--- config.mk ---
export PLATFORM = sky130hd
export DESIGN_NAME = ex_div_unit_flat
export DESIGN_NICKNAME = d
export VERILOG_FILES = /design/src/rtl/ex_div_unit_if.sv /design/src/rtl/ex_div_unit.sv /design/src/flat_wrapper.sv
export SDC_FILE = /design/constraint.sdc
export NUM_CORES = 1
export LEC_CHECK = 0
export CAP_MARGIN = 20
export CORE_ASPECT_RATIO = 1.5
export CORE_UTILIZATION = 35
export DETAILED_ROUTE_END_ITERATION = 6
export HOLD_SLACK_MARGIN = 0.1
export PLACE_DENSITY = 0.52
export SYNTH_ARGS = -nofsm -noshare
export SYNTH_HDL_FRONTEND = slang
export SYNTH_SLANG_ARGS = --single-unit
export TNS_END_PERCENT = 1
--- constraint.sdc ---
create_clock -name clk -period 6.45 [get_ports clk]
set_input_delay 1.29 -clock clk [delete_from_list [all_inputs] [get_ports clk]]
set_output_delay 1.29 -clock clk [all_outputs]
set_load 0.01 [all_outputs]
--- src/rtl/ex_div_unit_if.sv ---
`timescale 1ns/1ps
`default_nettype none
// ============================================================================
//  Module   : ex_div_unit_if
//  Purpose  : EX-stage divider bus. Carries the issue side (operands, start,
//             flush, advance) and the result side (stall request, done, HI/LO).
//  Revision : 1.0 - initial release
// ============================================================================
interface ex_div_unit_if #(
    parameter int DATA_W = 32
);
    logic              start;
    logic              signed_op;
    logic [DATA_W-1:0] dividend;
    logic [DATA_W-1:0] divisor;
    logic              flush;
    logic              ex_advance;
    logic              stall_req;
    logic              done;
    logic [DATA_W-1:0] lo;
    logic [DATA_W-1:0] hi;

    // Pipeline / controller side: issues DIV and DIVU, consumes results.
    modport master (
        output start, signed_op, dividend, divisor, flush, ex_advance,
        input  stall_req, done, lo, hi
    );

    // Divider side.
    modport slave (
        input  start, signed_op, dividend, divisor, flush, ex_advance,
        output stall_req, done, lo, hi
    );
endinterface
`default_nettype wire

--- src/rtl/ex_div_unit.sv ---
`timescale 1ns/1ps
`default_nettype none
// ============================================================================
//  Module   : ex_div_unit
//  Purpose  : Iterative radix-2 restoring divider for MIPS DIV/DIVU in EX.
//             Works on operand magnitudes, one quotient bit per cycle, MSB
//             first, then applies the sign fixes. Holds the pipeline through
//             its stall request until the result is ready.
//  Revision : 1.0 - initial release
// ============================================================================
module ex_div_unit #(
    parameter int DATA_W = 32,
    parameter int CNT_W  = 6
) (
    input  wire logic    clk,
    input  wire logic    rst,
    ex_div_unit_if.slave bus
);

    typedef enum logic [1:0] {
        IDLE = 2'd0,
        BUSY = 2'd1,
        DONE = 2'd2
    } state_t;

    // Counter value on the final (DATA_W-th) iteration.
    localparam logic [CNT_W-1:0] c_last_cnt = CNT_W'(DATA_W - 1);

    state_t            r_state;
    state_t            w_next;

    logic [DATA_W-1:0] r_rem;       // partial remainder
    logic [DATA_W-1:0] r_quo;       // dividend bits shifting out, quotient bits in
    logic [DATA_W-1:0] r_dvsr;      // divisor magnitude
    logic [CNT_W-1:0]  r_cnt;
    logic              r_q_neg;
    logic              r_r_neg;
    logic [DATA_W-1:0] r_lo;
    logic [DATA_W-1:0] r_hi;

    logic              w_load;
    logic              w_div0;
    logic              w_step;
    logic              w_finish;

    logic              w_dvd_neg;
    logic              w_dvs_neg;
    logic [DATA_W-1:0] w_dvd_mag;
    logic [DATA_W-1:0] w_dvs_mag;

    logic [DATA_W:0]   w_shift;
    logic              w_ge;
    logic [DATA_W-1:0] w_diff;
    logic [DATA_W-1:0] w_rem_next;
    logic [DATA_W-1:0] w_quo_next;

    // Operand magnitudes; DIVU treats both operands as non-negative.
    assign w_dvd_neg = bus.signed_op & bus.dividend[DATA_W-1];
    assign w_dvs_neg = bus.signed_op & bus.divisor[DATA_W-1];
    assign w_dvd_mag = w_dvd_neg ? (~bus.dividend + 1'b1) : bus.dividend;
    assign w_dvs_mag = w_dvs_neg ? (~bus.divisor + 1'b1) : bus.divisor;

    // One restoring step. The shifted remainder needs DATA_W+1 bits; when it
    // is at least the divisor the difference is below the divisor, so the
    // DATA_W-bit subtraction is exact.
    assign w_shift    = {r_rem, r_quo[DATA_W-1]};
    assign w_ge       = (w_shift >= {1'b0, r_dvsr});
    assign w_diff     = w_shift[DATA_W-1:0] - r_dvsr;
    assign w_rem_next = w_ge ? w_diff : w_shift[DATA_W-1:0];
    assign w_quo_next = {r_quo[DATA_W-2:0], w_ge};

    // State register.
    always_ff @(posedge clk) begin
        if (rst) begin
            r_state <= IDLE;
        end else begin
            r_state <= w_next;
        end
    end

    // Next-state decode and datapath strobes; flush overrides everything.
    always_comb begin
        w_next   = r_state;
        w_load   = 1'b0;
        w_div0   = 1'b0;
        w_step   = 1'b0;
        w_finish = 1'b0;
        if (bus.flush) begin
            w_next = IDLE;
        end else begin
            case (r_state)
                IDLE: begin
                    if (bus.start) begin
                        if (bus.divisor == '0) begin
                            w_div0 = 1'b1;
                            w_next = DONE;
                        end else begin
                            w_load = 1'b1;
                            w_next = BUSY;
                        end
                    end
                end
                BUSY: begin
                    w_step = 1'b1;
                    if (r_cnt == c_last_cnt) begin
                        w_finish = 1'b1;
                        w_next   = DONE;
                    end
                end
                DONE: begin
                    if (bus.ex_advance) begin
                        w_next = IDLE;
                    end
                end
                default: begin
                    w_next = IDLE;
                end
            endcase
        end
    end

    // Datapath: operand latch, iteration, and HI/LO result registers.
    always_ff @(posedge clk) begin
        if (rst) begin
            r_rem   <= '0;
            r_quo   <= '0;
            r_dvsr  <= '0;
            r_cnt   <= '0;
            r_q_neg <= 1'b0;
            r_r_neg <= 1'b0;
            r_lo    <= '0;
            r_hi    <= '0;
        end else if (w_load) begin
            r_quo   <= w_dvd_mag;
            r_dvsr  <= w_dvs_mag;
            r_rem   <= '0;
            r_cnt   <= '0;
            r_q_neg <= w_dvd_neg ^ w_dvs_neg;
            r_r_neg <= w_dvd_neg;
        end else if (w_div0) begin
            // Divide by zero: defined MIPS-style result, no iteration.
            r_lo <= '1;
            r_hi <= bus.dividend;
        end else if (w_step) begin
            r_rem <= w_rem_next;
            r_quo <= w_quo_next;
            r_cnt <= r_cnt + 1'b1;
            if (w_finish) begin
                // Negation wraps, so 0x80000000 / -1 yields 0x80000000.
                r_lo <= r_q_neg ? (~w_quo_next + 1'b1) : w_quo_next;
                r_hi <= r_r_neg ? (~w_rem_next + 1'b1) : w_rem_next;
            end
        end
    end

    // Stall while accepting a start or iterating; never in DONE so the
    // instruction can leave EX.
    assign bus.stall_req = ~rst & ~bus.flush &
                           (((r_state == IDLE) & bus.start) | (r_state == BUSY));
    assign bus.done      = ~rst & (r_state == DONE);
    assign bus.lo        = r_lo;
    assign bus.hi        = r_hi;

endmodule
`default_nettype wire

--- src/flat_wrapper.sv ---
// flat-port wrapper written by rule: the top's interface ports become plain ports
module ex_div_unit_flat 
#(
    parameter int DATA_W = 32,
    parameter int CNT_W  = 6
)
  (clk, rst, bus_start, bus_signed_op, bus_dividend, bus_divisor, bus_flush, bus_ex_advance, bus_stall_req, bus_done, bus_lo, bus_hi);
  ex_div_unit_if #(.DATA_W(DATA_W)) bus_i ();
  input  wire logic clk;
  input  wire logic rst;
  input wire logic [$bits(bus_i.start)-1:0] bus_start;
  input wire logic [$bits(bus_i.signed_op)-1:0] bus_signed_op;
  input wire logic [$bits(bus_i.dividend)-1:0] bus_dividend;
  input wire logic [$bits(bus_i.divisor)-1:0] bus_divisor;
  input wire logic [$bits(bus_i.flush)-1:0] bus_flush;
  input wire logic [$bits(bus_i.ex_advance)-1:0] bus_ex_advance;
  output wire logic [$bits(bus_i.stall_req)-1:0] bus_stall_req;
  output wire logic [$bits(bus_i.done)-1:0] bus_done;
  output wire logic [$bits(bus_i.lo)-1:0] bus_lo;
  output wire logic [$bits(bus_i.hi)-1:0] bus_hi;
  assign bus_i.start = bus_start;
  assign bus_i.signed_op = bus_signed_op;
  assign bus_i.dividend = bus_dividend;
  assign bus_i.divisor = bus_divisor;
  assign bus_i.flush = bus_flush;
  assign bus_i.ex_advance = bus_ex_advance;
  assign bus_stall_req = bus_i.stall_req;
  assign bus_done = bus_i.done;
  assign bus_lo = bus_i.lo;
  assign bus_hi = bus_i.hi;
  ex_div_unit #(.DATA_W(DATA_W), .CNT_W(CNT_W)) u_core (.clk(clk), .rst(rst), .bus(bus_i));
endmodule
[Word-level counts from Yosys, hierarchy flattened]
Index checks and enable logic that the tools add are counted.
Word-level totals
  flip-flop bits (word level): 170
  input bits: 70
  output and inout bits: 66
  word-level logic and storage cells: 82
Operators by class
  add/sub/neg operators: 6
  order comparisons: 1
  equal/unequal tests: 7
  muxes and demuxes: 32
  bitwise operators: 16
  reduce and logical (&&, ||, !) cells: 11
Operator list (number)
  $mux 32: 14
  $add 32x1->32 const B: 4
  $not 32->32: 4
  $ge 33x32->1: 1
  $logic_not 32->1: 1
  $sub 32x32->32: 1
  $mux 1: 13
  $mux 2: 4
  $add 6x1->6 const B: 1
  $and 1x1->1: 6
  $eq 6x5->1 const B: 1
  $pmux 2 s3: 1
  $reduce_and 3->1: 2
  $reduce_bool 2->1: 3
  $ne 2x1->1 const B: 2
  $ne 2x2->1 const B: 2
  $not 1->1: 4
  $reduce_and 2->1: 2
  $reduce_or 2->1: 2
  $eq 2x1->1 const B: 1
  $eq 2x2->1 const B: 1
  $logic_not 2->1: 1
  $or 1x1->1: 1
  $xor 1x1->1: 1

[Depth between registers and ports, before layout]
Gate-level depths: netlist (run 1).
  word-level depth: 8
  depth in mapped cells: 24

[Worst setup path after synthesis (run 1)]
OpenSTA, ideal clock, no wires.
  kind: reg2reg
  from: register u_core.r_dvsr[9]
  to: register u_core.r_hi[30] (netlist: u_core.bus.hi[30])
  arrival time: 4.749 ns
  path slack: 1.622 ns
  cell stages (with the launch flop): 22
  path buffers: 4
  period minus slack after synthesis: 4.828 ns
  cell sequence: dfxtp_1 inv_1 ha_1 buf_2 and4_1 or3b_1 a2111oi_2 o311ai_0 nand3_2 buf_6 buf_4 buf_2 mux2i_1 ha_1 nand2_1 nor4_1 nand4_1 o31a_1 nor4_4 a31oi_1 xor2_1 a211oi_2
On the way
  cells in the longest elaborated chain, start to end: 8
  elaborated cells on any way between the ends: 9
RTL lines
  from (decl): line ex_div_unit.sv:34  | logic [DATA_W-1:0] r_dvsr;
  from (signal assigned): line ex_div_unit.sv:135  | r_dvsr <= w_dvs_mag;
  $sub 32x32->32 or $ge 33x32->1 (tied branches): line ex_div_unit.sv:68, ex_div_unit.sv:67
  $mux 32 (*): line ex_div_unit.sv:69  | assign w_rem_next = w_ge ? w_diff : w_shift[DATA_W-1:0];
  $not 32->32: line ex_div_unit.sv:151  | r_hi <= r_r_neg ? (~w_rem_next + 1'b1) : w_rem_next;
  $add 32x1->32: line ex_div_unit.sv:151
  $mux 32 (*): line ex_div_unit.sv:151
  $mux 32 (*): line ex_div_unit.sv:148  | if (w_finish) begin
  $mux 32 (*): line ex_div_unit.sv:144  | end else if (w_step) begin
  $mux 32 (*): line ex_div_unit.sv:140  | end else if (w_div0) begin
  to (signal assigned): line ex_div_unit.sv:143  | r_hi <= bus.dividend;
  to (signal assigned): line ex_div_unit.sv:151
  to (decl): line ex_div_unit.sv:39  | logic [DATA_W-1:0] r_hi;
Every way passes the cells marked *; elsewhere a longest branch is shown, timed or not. The select of a mux whose other input is x is not followed.
A chain may end at the register's enable or synchronous reset.

[Final worst setup path (run 1)]
  from: register u_core.r_rem[19]
  to: register u_core.r_hi[28] (netlist: u_core.bus.hi[28])
On the way
  cells in the longest elaborated chain, start to end: 8
  elaborated cells on any way between the ends: 9
RTL lines
  from (decl): line ex_div_unit.sv:32  | logic [DATA_W-1:0] r_rem;
  from (signal assigned): line ex_div_unit.sv:145  | r_rem <= w_rem_next;
  $sub 32x32->32 or $ge 33x32->1 (tied branches): line ex_div_unit.sv:68, ex_div_unit.sv:67
  $mux 32 (*): line ex_div_unit.sv:69
  $not 32->32: line ex_div_unit.sv:151
  $add 32x1->32: line ex_div_unit.sv:151
  $mux 32 (*): line ex_div_unit.sv:151
  $mux 32 (*): line ex_div_unit.sv:148
  $mux 32 (*): line ex_div_unit.sv:144
  $mux 32 (*): line ex_div_unit.sv:140
Marked as above.

==> results.tsv, run 1 <==
stage	metric	value	unit
power	P_leak	5.02	nW
route	Total Wirelength	38800	um
die	vertical extent of the die	227	um
sta	endpoints failing hold	0	
synth	Main synth FF type	dfxtp_1	
sta	sum of negative setup slack	0	ns
place	gp weighted congestion	0.877	
synth	sequential share of the synthesized area	28.8	%
synth	count of yosys warnings during synthesis	0	
layout	layout overhead on the synthesized area	19.1	%
route	vias per cell	5.53	
power	internal power	2.24	mW
synth	top cell type's share of synthesized area	28.8	%
power	Final Total Pwr	3.52	mW
die	core region area	33300	um2
clock_network	CTS tree	done	
synth	share of cell area taken by muxes after synthesis	1.88	%
synth	Mapped Nets	1679	
sta	Tmin final	5.13	ns
layout	fraction of final layout cells with drive strength greater than 1	5.43	%
grt	via count of the first global-routing pass	11000	
die	Die Footprint	34500	um2
sta	Finish-stage setup viols	0	
synth	average cell area after synthesis	7.51	um2
place	PortBufs	135	
power	net switching power of the design	1.29	mW
sta	Max-slew headroom	34.8	%
setup_path	Worst Setup SP	u_core.r_rem[19]	
grt	GRT Resource Usage Total	22.8	%
clock_network	clock slew at reported path FFs	0.07	ns
setup_path	Crit Reg-Reg Startpoint	u_core.r_rem[19]	
synth	number of enable flip-flop cells after synthesis	0	
clock_network	root buffer cell	clkbuf_16	
setup_path	classification of the worst setup path	flip-flop to flip-flop	
flow_run	count of maximum capacitance violations	0	
synth	leading post-synthesis cells by instance count	222 x nor2_1, 170 x dfxtp_1, 138 x nand2_1	
die	boundary pin count	136	
synth	compound-gate portion of the synthesized area	27.1	%
min_path	worst min path class	flip-flop to flip-flop	
sta	worst slew pin tran	0.978	ns
setup_path	cells on worst reg2reg path	17	
layout	net count of the finished layout	1751	
setup_path	kind of start point of the critical path	flip-flop	
run_status	run status	finished, violations left	
clock_network	number of buffers inserted to repair setup after CTS	0	
route	iteration count of the initial detailed-routing pass	7	
sta	clock skew	0.0150	ns
synth	combinational family with the most area after synthesis	compound AO/OA/AOI/OAI gates	
power	Reg power frac	31.6	%
setup_path	Critical Path Sink Type	flip-flop	
synth	Distinct cells, synth	85	
grt	global-route wire length before repair	61100	um
synth	gate count after technology mapping	1571	
clock_network	depth of the CTS H-tree	4	
synth	dominant cell by count in the synthesized netlist	nor2_1	
power	worst vdd ir	0.163	mV
route	number of DRC violations after detailed-routing iteration 0	473	
layout	fillcell total	3408	
route	detailed-route wire length per cell	18.7	um
clock_network	number of gates resized after cts	0	
clock_network	hold buffer count at CTS	0	
synth	cell accounting for the most synthesized area	dfxtp_1	
power	Sw Ratio	36.6	%
grt	antenna violations before repair	0	
place	HPWL after detailed placement	30300	um
setup_path	data required time at the worst endpoint	6.83	ns
synth	FFs w/ async S/R, synth	0	%
clock_network	deepest clock path buffer count	2	
power	Clock power frac	32.9	%
clock_network	clock insertion delay at the later pin of the skew report	0.46	ns
synth	largest cells by area after synthesis	dfxtp_1 29%, nor2_1 7.1%, a21oi_1 5.3%, a211oi_1 5.2%, xor2_1 5.1%	
setup_path	critical path arrival	5.51	ns
route	antenna-violating nets left	0	
min_path	startpoint of the worst hold path	u_core.r_dvsr[31]	
synth	Simple-Gate Fraction of Synth Area	22.5	%
die	die span in x	152	um
die	standard-cell row count	82	
synth	XOR/XNOR Fraction of Synth Area	10.0	%
power	Gate power share	35.4	%
clock_network	clk sinks	170	
grt	maximum number of pins on one net before global-route repair	89	
grt	GRT Residual Overflow	0	
sta	peak clock frequency supported by timing	0.195	GHz
route	post-route DRC violation count	24	
layout	final antenna diode count	0	
synth	netlist area before placement	11800	um2
sta	number of slew-limit violations in the final report	0	
run_status	violations in the final reports	design-rule violations	
power	Power per Cell Area	251	nW/um2
synth	post-synthesis sequential element count	170	
sta	unrepaired setup endpoints after global routing	no	
route	via count	11500	
sta	share of the cycle needed by the critical path after routing	79.5	%
synth	adder and majority cell fraction of the synthesized area	4.09	%
die	effective utilization at floorplan	35.4	%
min_path	hold path depth	1	
clock_network	Num CTS Buffers	17	
setup_path	Crit Path Max Fanout	10	
==> cells by family (layout without fill, tap and decap cells) <==
group	count (synthesis)	in the layout
fa+ha+maj	38	38
buf+inv	155	240
simple gates	575	575
flops	170	170
mux	22	22
xor+xnor	135	135
compound gates	476	476
==> layer usage <==
layer / vias up / wire length, um / track usage, %
met5: - / 0 / 0
met4: 0 / 1060 / 8.85
met3: 49 / 1320 / 2.75
met2: 245 / 20500 / 43.9
met1: 5326 / 15900 / 25.4
li1: 5863 / - / -
==> stage by stage <==
| stage | util [%] | hold slack (ns) | cell area [um2] | instances | worst slack (ns) |
|---|---|---|---|---|---|
| finish | 42.2 | 0.480 | 14100 | 2076 | 1.32 |
| global placement | 40.2 | 0.463 | 13400 | 2044 | 1.15 |
| global route | 42.2 | 0.504 | 14100 | 2076 | 0.899 |
| detailed placement | 40.2 | 0.469 | 13400 | 2044 | 1.00 |
| floorplan | - | 0.432 | 11800 | 1571 | 1.62 |
| CTS | 42.2 | 0.482 | 14100 | 2076 | 1.31 |
==> state kept, by name, indices dropped and copies added (netlist names) <==
name	cells
u_core.bus.hi	32
u_core.bus.lo	32
u_core.r_dvsr	32
u_core.r_quo	32
u_core.r_rem	32
u_core.r_cnt	6
u_core.r_state	2
u_core.r_q_neg	1
u_core.r_r_neg	1
==> power by group through the flow <==
stage / combinational [mW] / clock (mW) / sequential, mW
finish: 1.25 / 1.16 / 1.12
floorplan: 0.912 / 0 / 1.13
CTS: 1.25 / 1.19 / 1.11
global placement: 1.24 / 0 / 1.14
detailed placement: 1.24 / 0 / 1.14
global route: 1.37 / 1.23 / 1.12
==> cell usage in the layout (no fill, tap or decap), drive strengths merged, types with 6 or more instances in the layout <==
cell type,n
nor2,222
dfxtp,170
nand2,138
clkdlybuf4s50,134
a21oi,128
a211oi,84
o21ai,78
xor2,69
nor3,69
xnor2,66
inv,52
ha,37
o22ai,27
nand3,25
o31ai,25
nand4,21
mux2i,21
buf,21
clkbuf,21
nor4,20
a221oi,16
and3,14
or3,14
nand2b,14
a21o,14
a31oi,13
o211ai,12
or4,11
o41ai,9
a21boi,8
a311oi,8
nor3b,7
a2111oi,6
==> worst max-delay path, cell delays in order, from the launching register on <==
cell and delay, ns:
dfxtp_1 0.42, ha_1 0.37, a21oi_1 0.25, o21ai_0 0.21, a211o_1 0.35, a2111oi_2 0.61
nand3_2 0.23, o21ai_0 0.39, ha_1 0.29, nand2_1 0.09, nor4_1 0.23, buf_4 0.19
nand4_1 0.13, o31a_1 0.36, nor4_4 0.40, a31oi_1 0.15, xor2_1 0.18, a211oi_2 0.21
==> worst paths after layout <==
| kind | end | slack [ns] |
|---|---|---|
| hold / removal | u_core.r_dvsr[31] | 0.48 |
| setup reg to reg | u_core.bus.hi[28] | 1.32 |
| setup / recovery | u_core.bus.hi[28] | 1.32 |
| hold reg to reg | u_core.r_dvsr[31] | 0.48 |
==> area by class of cell <==
cell class,instances,area (um2),share of cell area (%)
multi-input combinational,1246,7770,55.3
sequential,170,3400,24.2
timing repair buffer,155,1510,10.7
tap,420,526,3.74
clock buffer,21,460,3.27
inverter,53,199,1.41
clock inverter,11,193,1.37
Power figures use the tool's default switching activity.
==> run 2: changes to the inputs <==
--- a/config.mk
+++ b/config.mk
@@ -10,7 +10,7 @@
 export CORE_UTILIZATION = 35
 export DETAILED_ROUTE_END_ITERATION = 6
 export HOLD_SLACK_MARGIN = 0.1
-export PLACE_DENSITY = 0.52
+export PLACE_DENSITY = 0.54
 export SYNTH_ARGS = -nofsm -noshare
 export SYNTH_HDL_FRONTEND = slang
 export SYNTH_SLANG_ARGS = --single-unit
==> constraint.sdc (replaced) <==
create_clock -name clk -period 4.3 [get_ports clk]
set_input_delay 0.86 -clock clk [delete_from_list [all_inputs] [get_ports clk]]
set_output_delay 0.86 -clock clk [all_outputs]
set_load 0.01 [all_outputs]
==> run 2 against run 1 <==
Net effect:
- the run still ends with design-rule violations left
- fmax increased by 23%
- global-route usage increased by 0.51 points
- sequential share of layout area decreased by 1.9 points
- clock skew decreased by 0.0063 ns
- critical path type unchanged
- highest routed layer unchanged
==> results.tsv, run 2 (synthesized netlist as in run 1, its figures left out) <==
stage	metric	value	unit
run_status	run status	finished, violations left	
run_status	violations in the final reports	design-rule violations	
grt	antenna violations before repair	0	
place	number of placed instances with taps included	2157	
clock_network	Num CTS Buffers	17	
grt	via count of the first global-routing pass	11800	
clock_network	hold buffer count at CTS	0	
setup_path	Crit Path Max Fanout	5	
clock_network	clk sinks	170	
sta	peak clock frequency supported by timing	0.241	GHz
layout	Reg area	3410	um2
layout	footprint of the multi-input gates	8010	um2
die	core region area	33300	um2
die	boundary pin count	136	
clock_network	clock slew at reported path FFs	0.07	ns
place	placed inst area	14400	um2
setup_path	cell with the biggest individual delay on the critical path	ha_2	
die	effective utilization at floorplan	35.4	%
power	Power per Cell Area	366	nW/um2
route	detailed-route wire length per cell	18.2	um
sta	worst slew pin tran	0.808	ns
clock_network	deepest clock path buffer count	2	
layout	layout overhead on the synthesized area	29.6	%
layout	net count of the finished layout	1878	
setup_path	classification of the worst setup path	flip-flop to flip-flop	
setup_path	Crit Reg-Reg Startpoint	u_core.r_dvsr[23]	
layout	fillcell total	3369	
setup_path	data required time at the worst endpoint	4.63	ns
setup_path	cells on worst reg2reg path	22	
clock_network	CTS tree	done	
die	vertical extent of the die	227	um
sta	Tmin final	4.16	ns
layout	top library cells by usage in the layout, fill and taps aside	218 x nor2_1, 166 x dfxtp_1, 141 x buf_4	
route	Total Wirelength	40000	um
sta	endpoints failing hold	0	
place	gp weighted congestion	0.919	
layout	number of standard cells in the layout, taps in and fillers out	2202	
sta	clock skew	0.00871	ns
die	standard-cell row count	82	
clock_network	clock insertion delay at the later pin of the skew report	0.45	ns
setup_path	highest cell delay on the worst timing path	0.37	ns
sta	share of the cycle needed by the critical path after routing	96.6	%
grt	maximum number of pins on one net before global-route repair	65	
setup_path	crit-path most repeated cell	buf_4	
die	Die Footprint	34500	um2
clock_network	depth of the CTS H-tree	4	
die	die span in x	152	um
clock_network	root buffer cell	clkbuf_16	
sta	Max-slew headroom	46.2	%
setup_path	cells along the critical path	inv_1, ha_2, nand3_1, buf_4, nor2_1, nand4_1, a21o_1, nand3_4, mux2i_2, ha_2, nand2_2, nor2_4, nand2_1, nor3_2, nand3_1, o31a_1, buf_4, nor4_4, buf_4, a21o_2, xnor2_1, a21oi_1	
setup_path	internal reg-to-reg setup slack	0.14	ns
route	vias per cell	5.46	
min_path	hold path depth	1	
grt	GRT Resource Usage Total	23.3	%
layout	most common library cell in the layout ignoring fill and taps	nor2_1	
sta	Finish-stage setup viols	0	
setup_path	critical path arrival	4.49	ns
route	antenna-violating nets left	0	
route	iteration count of the initial detailed-routing pass	7	
layout	final antenna diode count	0	
setup_path	r2r endpoint	u_core.bus.hi[24]	
grt	global-route wire length before repair	62800	um
flow_run	count of maximum capacitance violations	0	
min_path	startpoint of the worst hold path	u_core.r_dvsr[31]	
grt	GRT Residual Overflow	0	
place	PortBufs	135	
setup_path	kind of start point of the critical path	flip-flop	
min_path	worst min path class	flip-flop to flip-flop	
route	post-route DRC violation count	30	
power	P_leak	5.67	nW
layout	Post-Layout Inst Area	15300	um2
sta	number of slew-limit violations in the final report	0	
min_path	Min-Delay Endpoint	u_core.r_dvsr[31]	
layout	fraction of final layout cells with drive strength greater than 1	13.9	%
place	HPWL after detailed placement	31400	um
power	worst vdd ir	0.197	mV
setup_path	Critical Path Sink Type	flip-flop	
route	number of DRC violations after detailed-routing iteration 0	618	
route	via count	12000	
-- run 2: cell count changes in the layout (fill, tap and decap cells not counted), moves of 4 or more --
cell | previous run | this run
ha_4 | 0 | 7
buf_4 | 20 | 141
ha_1 | 37 | 28
buf_12 | 1 | 7
inv_6 | 0 | 5
dfxtp_1 | 170 | 166
dfxtp_2 | 0 | 4
-- run 2: timing repair --
action,CTS,global route
setup endpoints to repair,2,11
resized for setup,2,29
gates cloned,0,0
pin swaps,2,16
setup buffers,2,11
-- run 2: metrics by stage --
stage | setup TNS [ns] | power [mW] | setup WS (ns) | utilization, % | hold slack (ns)
3_3_place_gp | -0.762 | 3.82 | -0.0426 | 43.1 | 0.453
5_1_grt | -0.0332 | 5.91 | -0.0171 | 45.9 | 0.499
4_1_cts | 0 | 5.55 | 0.000759 | 45.1 | 0.480
3_5_place_dp | -4.04 | 3.84 | -0.143 | 43.1 | 0.463
6_report | 0 | 5.59 | 0.144 | 45.9 | 0.479
2_1_floorplan | 0 | 3.09 | 0.00204 | - | 0.432
-- run 2: per-layer routing --
metal	vias up	GRT usage (%)	share of wire [%]
li1	6108	-	-
met1	5593	25.0	40
met2	248	45.2	53
met3	74	3.52	3.0
met4	0	9.97	3.5
met5	-	0	0
-- run 2: worst max-delay path by stage --
stage                                 start                 to  slack [ns]  depth (start not counted)
after floorplan            u_core.r_dvsr[9]  u_core.bus.hi[30]       0.002                         21
after CTS                 u_core.r_dvsr[20]  u_core.bus.hi[24]      0.0008                         19
after global placement       bus_divisor[7]    u_core.r_quo[3]       -0.04                         13
after detailed placement     bus_divisor[7]   u_core.r_quo[14]       -0.14                         13
final                     u_core.r_dvsr[23]  u_core.bus.hi[24]        0.14                         22
after global routing       u_core.r_rem[10]  u_core.bus.hi[22]       -0.02                         19
-- run 2: where the power goes --
| part | internal, mW | total (mW) | switching (mW) |
|---|---|---|---|
| combinational | 0.933 | 2.24 | 1.31 |
| clock | 0.974 | 1.68 | 0.710 |
| sequential | 1.63 | 1.67 | 0.0429 |
-- run 2: area by class of cell --
| type | count | share of cell area [%] |
|---|---|---|
| repair buffers | 282 | 16.6 |
| flip-flops and latches | 170 | 22.3 |
| clock buffers | 17 | 2.78 |
| multi-input cells | 1246 | 52.3 |
| well taps | 420 | 3.44 |
| inverters | 53 | 1.30 |
| clock inverters | 14 | 1.25 |
-- run 2: critical path: cells and delay by family (launching register included) --
kind / cells / cell delay (ns)
compound gates: 4 / 0.60
mux: 1 / 0.24
buf+inv: 4 / 0.55
fa+ha+maj: 2 / 0.61
xor+xnor: 1 / 0.11
simple gates: 10 / 1.62
flops: 1 / 0.31
==> run 3: changes to the inputs <==
--- a/config.mk
+++ b/config.mk
@@ -9,7 +9,7 @@
 export CORE_ASPECT_RATIO = 1.5
 export CORE_UTILIZATION = 35
 export DETAILED_ROUTE_END_ITERATION = 6
-export HOLD_SLACK_MARGIN = 0.1
+export HOLD_SLACK_MARGIN = 0.12
 export PLACE_DENSITY = 0.54
 export SYNTH_ARGS = -nofsm -noshare
 export SYNTH_HDL_FRONTEND = slang
==> results of run 3 <==
Same layout as run 2: the final DEF is identical, and so are final timing and power.
